[src/rtl/adc_dual_serial_capture.sv]
// adc_dual_serial_capture
//
// Capture front end for two AD7276-class serial ADCs (one per scope channel).
// Both converters share a single SCLK / CS_n pair; each start request runs one
// 16-clock conversion frame. The two serial words are deserialised MSB-first
// and the 12 data bits of each are presented on data_0 / data_1 together with
// a one-cycle data_rdy strobe. Feeds the Sampling block directly.
//
// Parameters
//    CLK_DIV      : SCLK half-period in CLK100MHz cycles (1..255)
//    QUIET_CYCLES : minimum CS_n high time between frames (1..255)
//
// Ports
//    CLK100MHz : system clock, the only clock in the block
//    rst       : asynchronous active-high reset
//    en_0/en_1 : channel enables, latched at frame start
//    start     : single-cycle conversion request
//    sdata_0/1 : serial data from ADC 0 / ADC 1
//    ovr_clr   : clears the sticky overrun flag
//    sclk      : shared ADC serial clock, idles high
//    cs_n      : shared ADC chip select, active low
//    busy      : high whenever the FSM is not idle
//    data_0/1  : last captured 12-bit sample per channel
//    data_rdy  : one-cycle strobe marking new data
//    overrun   : sticky flag for a start rejected while busy
//
// Optional feature macro: ADC_CAPTURE_OVERRUN_EN
//    defined     -> overrun flag logic is built
//    not defined -> overrun is tied low and ovr_clr is ignored

module adc_dual_serial_capture #(
   parameter int CLK_DIV      = 2,
   parameter int QUIET_CYCLES = 4
) (
   input  logic        CLK100MHz,
   input  logic        rst,
   input  logic        en_0,
   input  logic        en_1,
   input  logic        start,
   input  logic        sdata_0,
   input  logic        sdata_1,
   input  logic        ovr_clr,
   output logic        sclk,
   output logic        cs_n,
   output logic        busy,
   output logic [11:0] data_0,
   output logic [11:0] data_1,
   output logic        data_rdy,
   output logic        overrun
);

   typedef enum logic [1:0] {
      IDLE  = 2'd0,
      CONV  = 2'd1,
      QUIET = 2'd2
   } state_t;

   localparam logic [7:0] DIV_LAST   = 8'(CLK_DIV - 1);
   localparam logic [7:0] QUIET_LAST = 8'(QUIET_CYCLES - 1);
   // 16 falling + 16 rising SCLK edges make up one frame
   localparam logic [5:0] EDGES_PER_FRAME = 6'd32;

   state_t      state;
   logic [7:0]  div_cnt;
   logic [7:0]  quiet_cnt;
   logic [5:0]  edge_cnt;
   logic [15:0] shift_0;
   logic [15:0] shift_1;
   logic        en_lat_0;
   logic        en_lat_1;

   // Frame sequencer. SCLK is generated from a half-period divider and each
   // toggle is counted; a capture happens on the same clock edge that drives
   // the SCLK register from 0 to 1, so the ADC has had a full half-period
   // since its falling-edge update. Once all 32 edges have been produced the
   // next cycle unloads the shift registers, so the final captured bit is
   // already in place when data_x is loaded.
   always_ff @(posedge CLK100MHz or posedge rst) begin
      if (rst) begin
         state     <= IDLE;
         sclk      <= 1'b1;
         cs_n      <= 1'b1;
         busy      <= 1'b0;
         data_0    <= 12'h000;
         data_1    <= 12'h000;
         data_rdy  <= 1'b0;
         div_cnt   <= 8'd0;
         quiet_cnt <= 8'd0;
         edge_cnt  <= 6'd0;
         shift_0   <= 16'h0000;
         shift_1   <= 16'h0000;
         en_lat_0  <= 1'b0;
         en_lat_1  <= 1'b0;
      end else begin
         case (state)
            IDLE: begin
               data_rdy <= 1'b0;
               if (start && (en_0 || en_1)) begin
                  state    <= CONV;
                  cs_n     <= 1'b0;
                  sclk     <= 1'b1;
                  busy     <= 1'b1;
                  en_lat_0 <= en_0;
                  en_lat_1 <= en_1;
                  div_cnt  <= 8'd0;
                  edge_cnt <= 6'd0;
                  shift_0  <= 16'h0000;
                  shift_1  <= 16'h0000;
               end
            end

            CONV: begin
               if (edge_cnt == EDGES_PER_FRAME) begin
                  // Keep only the 12 data bits; the ADC frames them with two
                  // leading and two trailing zeros.
                  state     <= QUIET;
                  cs_n      <= 1'b1;
                  sclk      <= 1'b1;
                  data_rdy  <= 1'b1;
                  data_0    <= en_lat_0 ? shift_0[13:2] : 12'h000;
                  data_1    <= en_lat_1 ? shift_1[13:2] : 12'h000;
                  quiet_cnt <= 8'd0;
               end else if (div_cnt == DIV_LAST) begin
                  div_cnt  <= 8'd0;
                  sclk     <= ~sclk;
                  edge_cnt <= edge_cnt + 6'd1;
                  if (!sclk) begin
                     shift_0 <= {shift_0[14:0], sdata_0};
                     shift_1 <= {shift_1[14:0], sdata_1};
                  end
               end else begin
                  div_cnt <= div_cnt + 8'd1;
               end
            end

            QUIET: begin
               data_rdy <= 1'b0;
               if (quiet_cnt == QUIET_LAST) begin
                  state     <= IDLE;
                  busy      <= 1'b0;
                  quiet_cnt <= 8'd0;
               end else begin
                  quiet_cnt <= quiet_cnt + 8'd1;
               end
            end

            default: begin
               state    <= IDLE;
               sclk     <= 1'b1;
               cs_n     <= 1'b1;
               busy     <= 1'b0;
               data_rdy <= 1'b0;
            end
         endcase
      end
   end

   // The MSB of each frame is a framing zero that is shifted out and never
   // used; it is collected here only so it is visibly consumed.
   logic unused_shift_msb;
   assign unused_shift_msb = shift_0[15] | shift_1[15];

`ifdef ADC_CAPTURE_OVERRUN_EN
   // Sticky overrun: a start that arrives while a frame (or its quiet gap)
   // is in progress is dropped and flagged. Set has priority over clear so
   // a rejected start is never lost.
   always_ff @(posedge CLK100MHz or posedge rst) begin
      if (rst) begin
         overrun <= 1'b0;
      end else if (start && (en_0 || en_1) && (state != IDLE)) begin
         overrun <= 1'b1;
      end else if (ovr_clr) begin
         overrun <= 1'b0;
      end
   end
`else
   assign overrun = 1'b0;

   logic unused_ovr_clr;
   assign unused_ovr_clr = ovr_clr;
`endif

endmodule

[config.mk]
export PLATFORM = sky130hd
export DESIGN_NAME = adc_dual_serial_capture
export DESIGN_NICKNAME = d
export VERILOG_FILES = /design/src/rtl/adc_dual_serial_capture.sv
export SDC_FILE = /design/constraint.sdc
export NUM_CORES = 1
export LEC_CHECK = 0
export BUFFER_PORTS_ARGS = -buffer_cell sky130_fd_sc_hd__buf_4
export CORE_MARGIN = 3
export CORE_UTILIZATION = 60
export DETAILED_ROUTE_END_ITERATION = 12
export PLACE_DENSITY = 0.81
export SLEW_MARGIN = 10
export SYNTH_ARGS = -nofsm -noshare
export SYNTH_HDL_FRONTEND = slang
export SYNTH_SLANG_ARGS = --single-unit
[constraint.sdc]
create_clock -name CLK100MHz -period 3.7 [get_ports CLK100MHz]
set_input_delay 0.555 -clock CLK100MHz [delete_from_list [all_inputs] [get_ports CLK100MHz]]
set_output_delay 0.555 -clock CLK100MHz [all_outputs]
set_load 0.02 [all_outputs]
======== After elaboration in Yosys (flattened, before gate mapping) ========
Index checks and enable logic that the tools add are counted.
storage, ports and cells
  input port bits ......................... 8
  word-level logic and storage cells ...... 83
  register bits after elaboration ......... 82
operators by class
  multiplexer cells ....................... 36
  equal/unequal tests ..................... 12
  add/subtract/negate cells ............... 3
  bitwise operators ....................... 3
  reduce and logical (&&, ||, !) cells .... 15
operator list
  cell                                                             number
  14-bit 2-to-1 mux                                                7
  14-bit case mux with 2 select lines                              2
  8-bit 2-to-1 mux                                                 5
  8-bit case mux with 2 select lines                               2
  12-bit 2-to-1 mux                                                2
  6-bit 2-to-1 mux                                                 3
  8-bit by 1-bit adder with 8-bit output, second input constant    2
  3-bit AND reduction                                              5
  2-bit != test, second input constant                             6
  6-bit case mux with 2 select lines                               1
  1-bit case mux with 3 select lines                               3
  8-bit by 1-bit == test with 1-bit output, second input constant  1
  8-bit by 2-bit == test with 1-bit output, second input constant  1
  1-bit 2-to-1 mux                                                 7
  6-bit by 1-bit adder with 6-bit output, second input constant    1
  6-bit == test, second input constant                             1
  2-bit 2-to-1 mux                                                 3
  2-bit case mux with 3 select lines                               1
  2-bit AND reduction                                              3
  5-bit AND reduction                                              1
  4-bit AND reduction                                              1
  2-bit nonzero test                                               2
  3-bit != test, second input constant                             1
  1-bit inverter                                                   3
  other kinds (5)                                                  5

======== Depth between registers and ports, before layout ========
Gate-level depths: netlist of the first run.
  depth after elaboration ................. 4
  depth in mapped cells ................... 7
  mapped depth without buffers ............ 6

======== Worst setup path before layout of the first run ========
Ideal clock, no wire load.
  path kind ............................... input to register
  start ................................... input en_1
  end ..................................... register shift_0[11]
  path slack .............................. 1.729 ns
  cell stages on the path ................. 6
  arrival ................................. 1.846 ns
  data required time ...................... 3.575 ns
  path buffers ............................ 2
  cell sequence ........................... o21ai_1 > or3_1 > buf_6 > a21oi_4 > buf_12 > mux2_4
on the way
  cells in the longest elaborated chain, start to end .. 4
RTL lines
  element                               line  RTL
  start, declared                       38    input logic en_1,
  1-bit logical OR                      98    if (start && (en_0 || en_1)) begin
  1-bit logical AND                     98
  2-bit != test (no source line)        --
  5-bit AND reduction (no source line)  --
  end signal, assigned                  128   shift_0 <= {shift_0[14:0], sdata_0};
  end, declared                         67    logic [15:0] shift_0;
No other way between the ends.
A chain may end at the register's enable or synchronous reset.

======== Worst setup path after layout of the first run ========
  start ................................... register state[1]
  end ..................................... register shift_0[1]
on the way
  cells in the longest elaborated chain, start to end .. 3
RTL lines
  element                                                                      line  RTL
  start, declared                                                              63    state_t state;
  start signal, assigned                                                       80    state <= IDLE;
  start signal, assigned                                                       99    state <= CONV;
  start signal, assigned                                                       116   state <= QUIET;
  2-bit by 1-bit == test with 1-bit output or 2-bit zero test (tied branches)  95    case (state)
  2-bit != test (no source line) or 2-bit nonzero test (tied branches)         --
  5-bit AND reduction (no source line)                                         --
Parallel ways exist; a longest one is shown, timed or not.

==> run summary, run 1 <==
EDFF count, synth = 0
post-place setup slack = 1200 ps
outcome = complete, no violations
Clock Root Buffer = clkbuf_8
Placed Cells = 478
Core Footprint = 6060 um^2
final core occ = 70.8%
die span in x = 86.0 um
Area contributors post-synth = dfrtp_1 (52%), nand2_1 (7.8%), mux2i_1 (4.7%)
Synth cell types = 55
net count after synthesis = 398
Placement Cell Area = 4110 um^2
Worst Max-Slew Pin Slew = 966 ps
synthesized area = 3840 um^2
DRT Pass-1 Iters = 4
Worst Setup Path Type = register to register
crit share post-route = 64.9%
TritonCTS clock tree = built
vias in the first global route = 2898
P_leak = 1.98 nW
die area = 7400 um^2
Gate Count Post-Synth = 385
antenna viol nets, final = 0
HP Class = input port to asynchronous set/reset pin
Global Route Usage Sum = 22.0%
Max-Slew Margin vs Limit = 35.3%
RSZ-0062 raised after global routing = no
Max VDD drop = 248 uV
vias per cell = 5.73
CP Capture Type = register
Worst Setup Start Kind = register
Synth top area share = 52.1%
dpl hpwl = 4820 um
sequential share of the synthesized area = 53.5%
Wirelength per Cell = 14.8 um
Overflow after GRT = 0
async set-reset flop share out of synthesis = 100%
Top Ports = 37
Final Setup Violations = 0
layout cells sized above 1 = 18.4%
Residual DRC = 0
max-slew violation count = 0
hold buffer count at cts = 0
f_max = 417 MHz
Tot Pwr = 1.53 mW
Fin Setup TNS = 0 ps
P&R area growth vs syn = 11.7%
first-pass GRT wire length = 12900 um
drt initial violations = 144
CTS Sinks = 82
Post-CTS Resized = 0
Port Buffers = 34
Final Skew = 8.05 ps
nets@finish = 427
clock slew at reported path FFs = 80 ps
Max FO, Critical Path = 28
initial antenna violation count = 0
via count = 2832
Synth Flop Type = dfrtp_1
die height = 86.0 um
hold slack = 235 ps
Critical Path AT = 2650 ps
Yosys top cell by area = dfrtp_1
worst setup slack after layout = 1300 ps
std cell rows = 28
Initial Utilization = 63.4%
CTS Buf Count = 9
fill count = 472
Placer Congestion = 0.851
H-tree Lvls = 3
final hold vios = 0
CTS Buffer Depth = 2
largest net degree at the start of global routing = 49
Mapped Avg Cell Area = 9.98 um^2
postcts setup bufs = 0
Skew-Pair Late Insertion Delay = 360 ps
final instance area = 4290 um^2
Critical Path RT = 3950 ps
Final Non-Filler Cells = 494
maxcap violations = 0
Yosys warnings = 0
WL final = 7300 um
PwrDens = 357 nW/um^2
Yosys reg bits = 82
ant diodes = 0
fin crit period = 2400 ps
==> report_power, final <==
| part | switching [mW] | leakage [nW] | internal (mW) |
|---|---|---|---|
| sequential | 0.00474 | 1.01 | 0.896 |
| combinational | 0.0210 | 0.879 | 0.00739 |
| clock | 0.325 | 0.0924 | 0.280 |
==> critical path, stage by stage, from the launching register on <==
cell,delay (ps)
dfrtp_1,430
nand2b_1,730
a31oi_1,160
a21oi_4,150
buf_4,410
mux2_2,390
==> final timing paths <==
check	to	startpoint	cells after the start	slack (ps)
min in group CLK100MHz	en_lat_0	en_0	2	450
min reg2reg	cs_n	cs_n	2	460
max	shift_0[1]	state[1]	5	1300
max reg2reg	shift_0[1]	state[1]	5	1300
min	data_1[11]	rst	2	230
max in group asynchronous	div_cnt[4]	rst	3	2470
==> flip-flops by register name, indices dropped and copies added (netlist names), 2 cells and up <==
register and cells:
data_1 12, shift_0 14, div_cnt 8, edge_cnt 6, quiet_cnt 8, shift_1 14
state 2, data_0 12
==> kinds of logic after synthesis <==
| group | Yosys count | share of synthesized area (%) |
|---|---|---|
| multiplexers | 33 | 9.57 |
| adder cells (fa/ha/maj) | 5 | 1.63 |
| other | 1 | 0.0976 |
| buffers and inverters | 48 | 5.70 |
| AO/OA/AOI/OAI | 71 | 11.8 |
| XOR/XNOR | 2 | 0.456 |
| flip-flops | 82 | 53.5 |
| AND/OR/NAND/NOR | 143 | 17.3 |
==> routing by layer <==
layer	track usage, %	wire length (um)	share of wire (%)	vias to the layer above
met3	4.80	325	4.5	14
met5	0	0	0	-
met2	36.2	3550	49	62
li1	-	-	-	1378
met4	9.78	125	1.7	0
met1	27.9	3310	45	1378
==> cells in the mapped netlist (3+ instances only) <==
cell type,n
or4_1,4
nand3_1,14
dfrtp_1,80
nor2_1,23
inv_1,28
nand2_1,80
a211o_1,3
nand4_1,3
mux2_4,5
clkbuf_1,12
ha_1,5
mux2i_1,18
o21ai_0,30
or3_1,5
o211ai_1,3
o22ai_1,5
buf_2,3
mux2_2,10
o31ai_1,3
a21oi_1,9
==> cell usage in the layout (no fill, tap or decap), types with 3 or more instances in the layout <==
master / netlist / layout
nand2_1: 80 / 80
o31ai_1: 3 / 3
a21oi_1: 9 / 9
mux2_2: 10 / 10
dfrtp_1: 80 / 80
ha_1: 5 / 5
mux2_4: 5 / 5
o21ai_0: 30 / 30
or3_1: 5 / 5
o211ai_1: 3 / 3
nand4_1: 3 / 3
mux2i_1: 18 / 18
inv_1: 28 / 27
clkinv_2: 0 / 3
nor2_1: 23 / 23
o22ai_1: 5 / 5
a211o_1: 3 / 3
clkbuf_8: 0 / 11
buf_4: 1 / 38
or4_1: 4 / 4
nand3_1: 14 / 14
==> layout make-up <==
cell class                      instances  area (um^2)  share of cell area [%]
Sequential cell                        82         2050                    47.9
Timing Repair Buffer                   38          285                    6.65
Clock buffer                           12          155                    3.62
Multi-Input combinational cell        255         1570                    36.6
Clock inverter                          4         26.3                   0.612
Tap cell                               75         93.8                    2.19
Inverter                               28          106                    2.48
Power figures use the tool's default switching activity.
==> inputs of run 2 (changes only) <==
- CORE_UTILIZATION: 60 -> 53
- PLACE_DENSITY: 0.81 -> 0.75
- clock period: 3.7 -> 2.2 ns (I/O delays scaled with it)
==> run summary, run 2 (synthesized netlist as in run 1, its figures left out) <==
Placer Congestion = 0.731 (-14%)
outcome = finished, violations left
Fin Setup TNS = 0 ps (unchanged)
failing checks = hold timing
Psw = 583 uW (+66%)
initial antenna violation count = 0 (unchanged)
crit share post-route = 88.3% (+23 points)
Port Buffers = 34 (unchanged)
Largest regs = shift_0: 14 flops, shift_1: 14 flops
DRT Pass-1 Iters = 5 (+1)
vias in the first global route = 2705 (-6.7%)
fill count = 567 (+20%)
fin crit period = 1940 ps (-458 ps)
std cell rows = 30 (+7.1%)
Critical Path RT = 2460 ps (-1490 ps)
postcts setup bufs = 0 (unchanged)
final hold vios = 2 (+2)
Critical Path AT = 2210 ps (-440 ps)
WL final = 7300 um (about the same)
Final Skew = 8.25 ps (+0.197 ps)
Combinational Power Share = 2.0% (about the same)
largest net degree at the start of global routing = 65 (+33%)
via count = 2833 (+0.035%)
die height = 91.1 um (+6.0%)
vias per cell = 5.45 (-5.0%)
Residual DRC = 0 (unchanged)
max-slew violation count = 0 (unchanged)
post-place setup slack = 280 ps (-915 ps)
drt initial violations = 106 (-26%)
Post-CTS Resized = 0 (unchanged)
nets@finish = 432 (+1.2%)
Overflow after GRT = 0 (unchanged)
CP Capture Type = register
layout cells sized above 1 = 19.3% (+0.96 points)
CTS Buffer Depth = 2 (unchanged)
P&R area growth vs syn = 14.9%
Tot Pwr = 2.67 mW (+74%)
CTS Buf Count = 9 (unchanged)
die area = 8310 um^2 (+12%)
Worst Setup Path Type = register to register
hold buffer count at cts = 0 (unchanged)
sequential power share = 56.7% (-2.0 points)
Worst Max-Slew Pin Slew = 593 ps (-373 ps)
HP Class = input port to asynchronous set/reset pin
Int Pwr = 2.09 mW (+76%)
final instance area = 4420 um^2 (+2.9%)
Core Footprint = 6910 um^2 (+14%)
hold slack = -4.86 ps (-240 ps)
P_leak = 2.02 nW (+2.3%)
Global Route Usage Sum = 18.7% (-3.3 points)
ant diodes = 0 (unchanged)
clock slew at reported path FFs = 80 ps (about the same)
CTS Sinks = 82 (unchanged)
Worst Setup Start Kind = register
most frequent cells in the layout = nand2_1 (80), dfrtp_1 (80), buf_4 (40), o21ai_0 (30), inv_1 (27)
R2R depth = 7 (+2)
dpl hpwl = 4880 um (+1.3%)
H-tree Lvls = 3 (unchanged)
first-pass GRT wire length = 12600 um (-1.8%)
antenna viol nets, final = 0 (unchanged)
Clock Root Buffer = clkbuf_8
Top Ports = 37 (unchanged)
Wirelength per Cell = 14.0 um (-5.1%)
PwrDens = 605 nW/um^2 (+69%)
Max-Slew Margin vs Limit = 60.1% (+25 points)
TritonCTS clock tree = built
Net Sw Frac = 21.8% (-1.0 points)
Placement Cell Area = 4210 um^2 (+2.5%)
maxcap violations = 0 (unchanged)
Max FO, Critical Path = 14 (-50%)
RSZ-0062 raised after global routing = no
Skew-Pair Late Insertion Delay = 350 ps (about the same)
clock share of power = 41.3% (+1.9 points)
worst setup slack after layout = 257 ps (-1040 ps)
f_max = 515 MHz (+24%)
die span in x = 91.1 um (+6.0%)
Max VDD drop = 282 uV (+14%)
Initial Utilization = 55.6% (-7.8 points)
Final Setup Violations = 0 (unchanged)
[run 2: cell types whose count changed in the layout (fill, tap and decap cells not counted)]
| cell | before | now |
|---|---|---|
| buf_12 | 0 | 3 |
| buf_4 | 38 | 40 |
| bufinv_16 | 0 | 1 |
| clkbuf_8 | 11 | 10 |
| clkinv_2 | 3 | 1 |
| inv_6 | 0 | 2 |
[run 2: cell type report]
type | count | area (um^2) | share of cell area [%]
Clock buffer | 11 | 141 | 3.20
Clock inverter | 5 | 61.3 | 1.39
Inverter | 28 | 109 | 2.47
Multi-Input combinational cell | 255 | 1570 | 35.5
Sequential cell | 82 | 2050 | 46.5
Tap cell | 96 | 120 | 2.72
Timing Repair Buffer | 43 | 360 | 8.16
[run 2: per-layer routing]
metal	global-route usage, %	share of wire [%]	up-vias	wire length (um)
li1	-	-	1390	-
met1	25.6	47	1387	3400
met2	30.0	49	47	3610
met3	3.07	2.7	9	199
met4	7.04	1.2	0	89
met5	0	0	-	0
[run 2: worst paths after layout]
check,start,to,slack [ps]
hold reg to reg,cs_n,cs_n,470
min in group CLK100MHz,sdata_0,shift_0[0],230
hold / removal,rst,quiet_cnt[3],-5
setup reg to reg,edge_cnt[0],quiet_cnt[5],260
setup / recovery,edge_cnt[0],quiet_cnt[5],260
max in group asynchronous,rst,div_cnt[5],1550
[run 2: stage by stage]
stage / utilization (%) / instances / hold WS (ps)
2_1_floorplan: - / 385 / 467
5_1_grt: 63.9 / 520 / 22.0
4_1_cts: 63.9 / 520 / 0.0681
3_3_place_gp: 61.0 / 504 / 366
6_report: 63.9 / 520 / -4.86
3_5_place_dp: 61.0 / 504 / 378
[run 2: power by group through the flow]
stage | logic [mW] | clock network, mW | registers (mW)
CTS | 0.0551 | 1.13 | 1.52
global placement | 0.0547 | 0 | 1.54
floorplan | 0.0368 | 0 | 1.54
finish | 0.0523 | 1.10 | 1.52
global route | 0.0620 | 1.22 | 1.52
detailed placement | 0.0552 | 0 | 1.55
[run 2: critical path, stage by stage (launching register included)]
cell,delay (ps)
dfrtp_1,400
inv_1,90
ha_1,180
and4bb_2,260
a31oi_1,90
buf_4,180
or4_1,510
a21oi_1,160
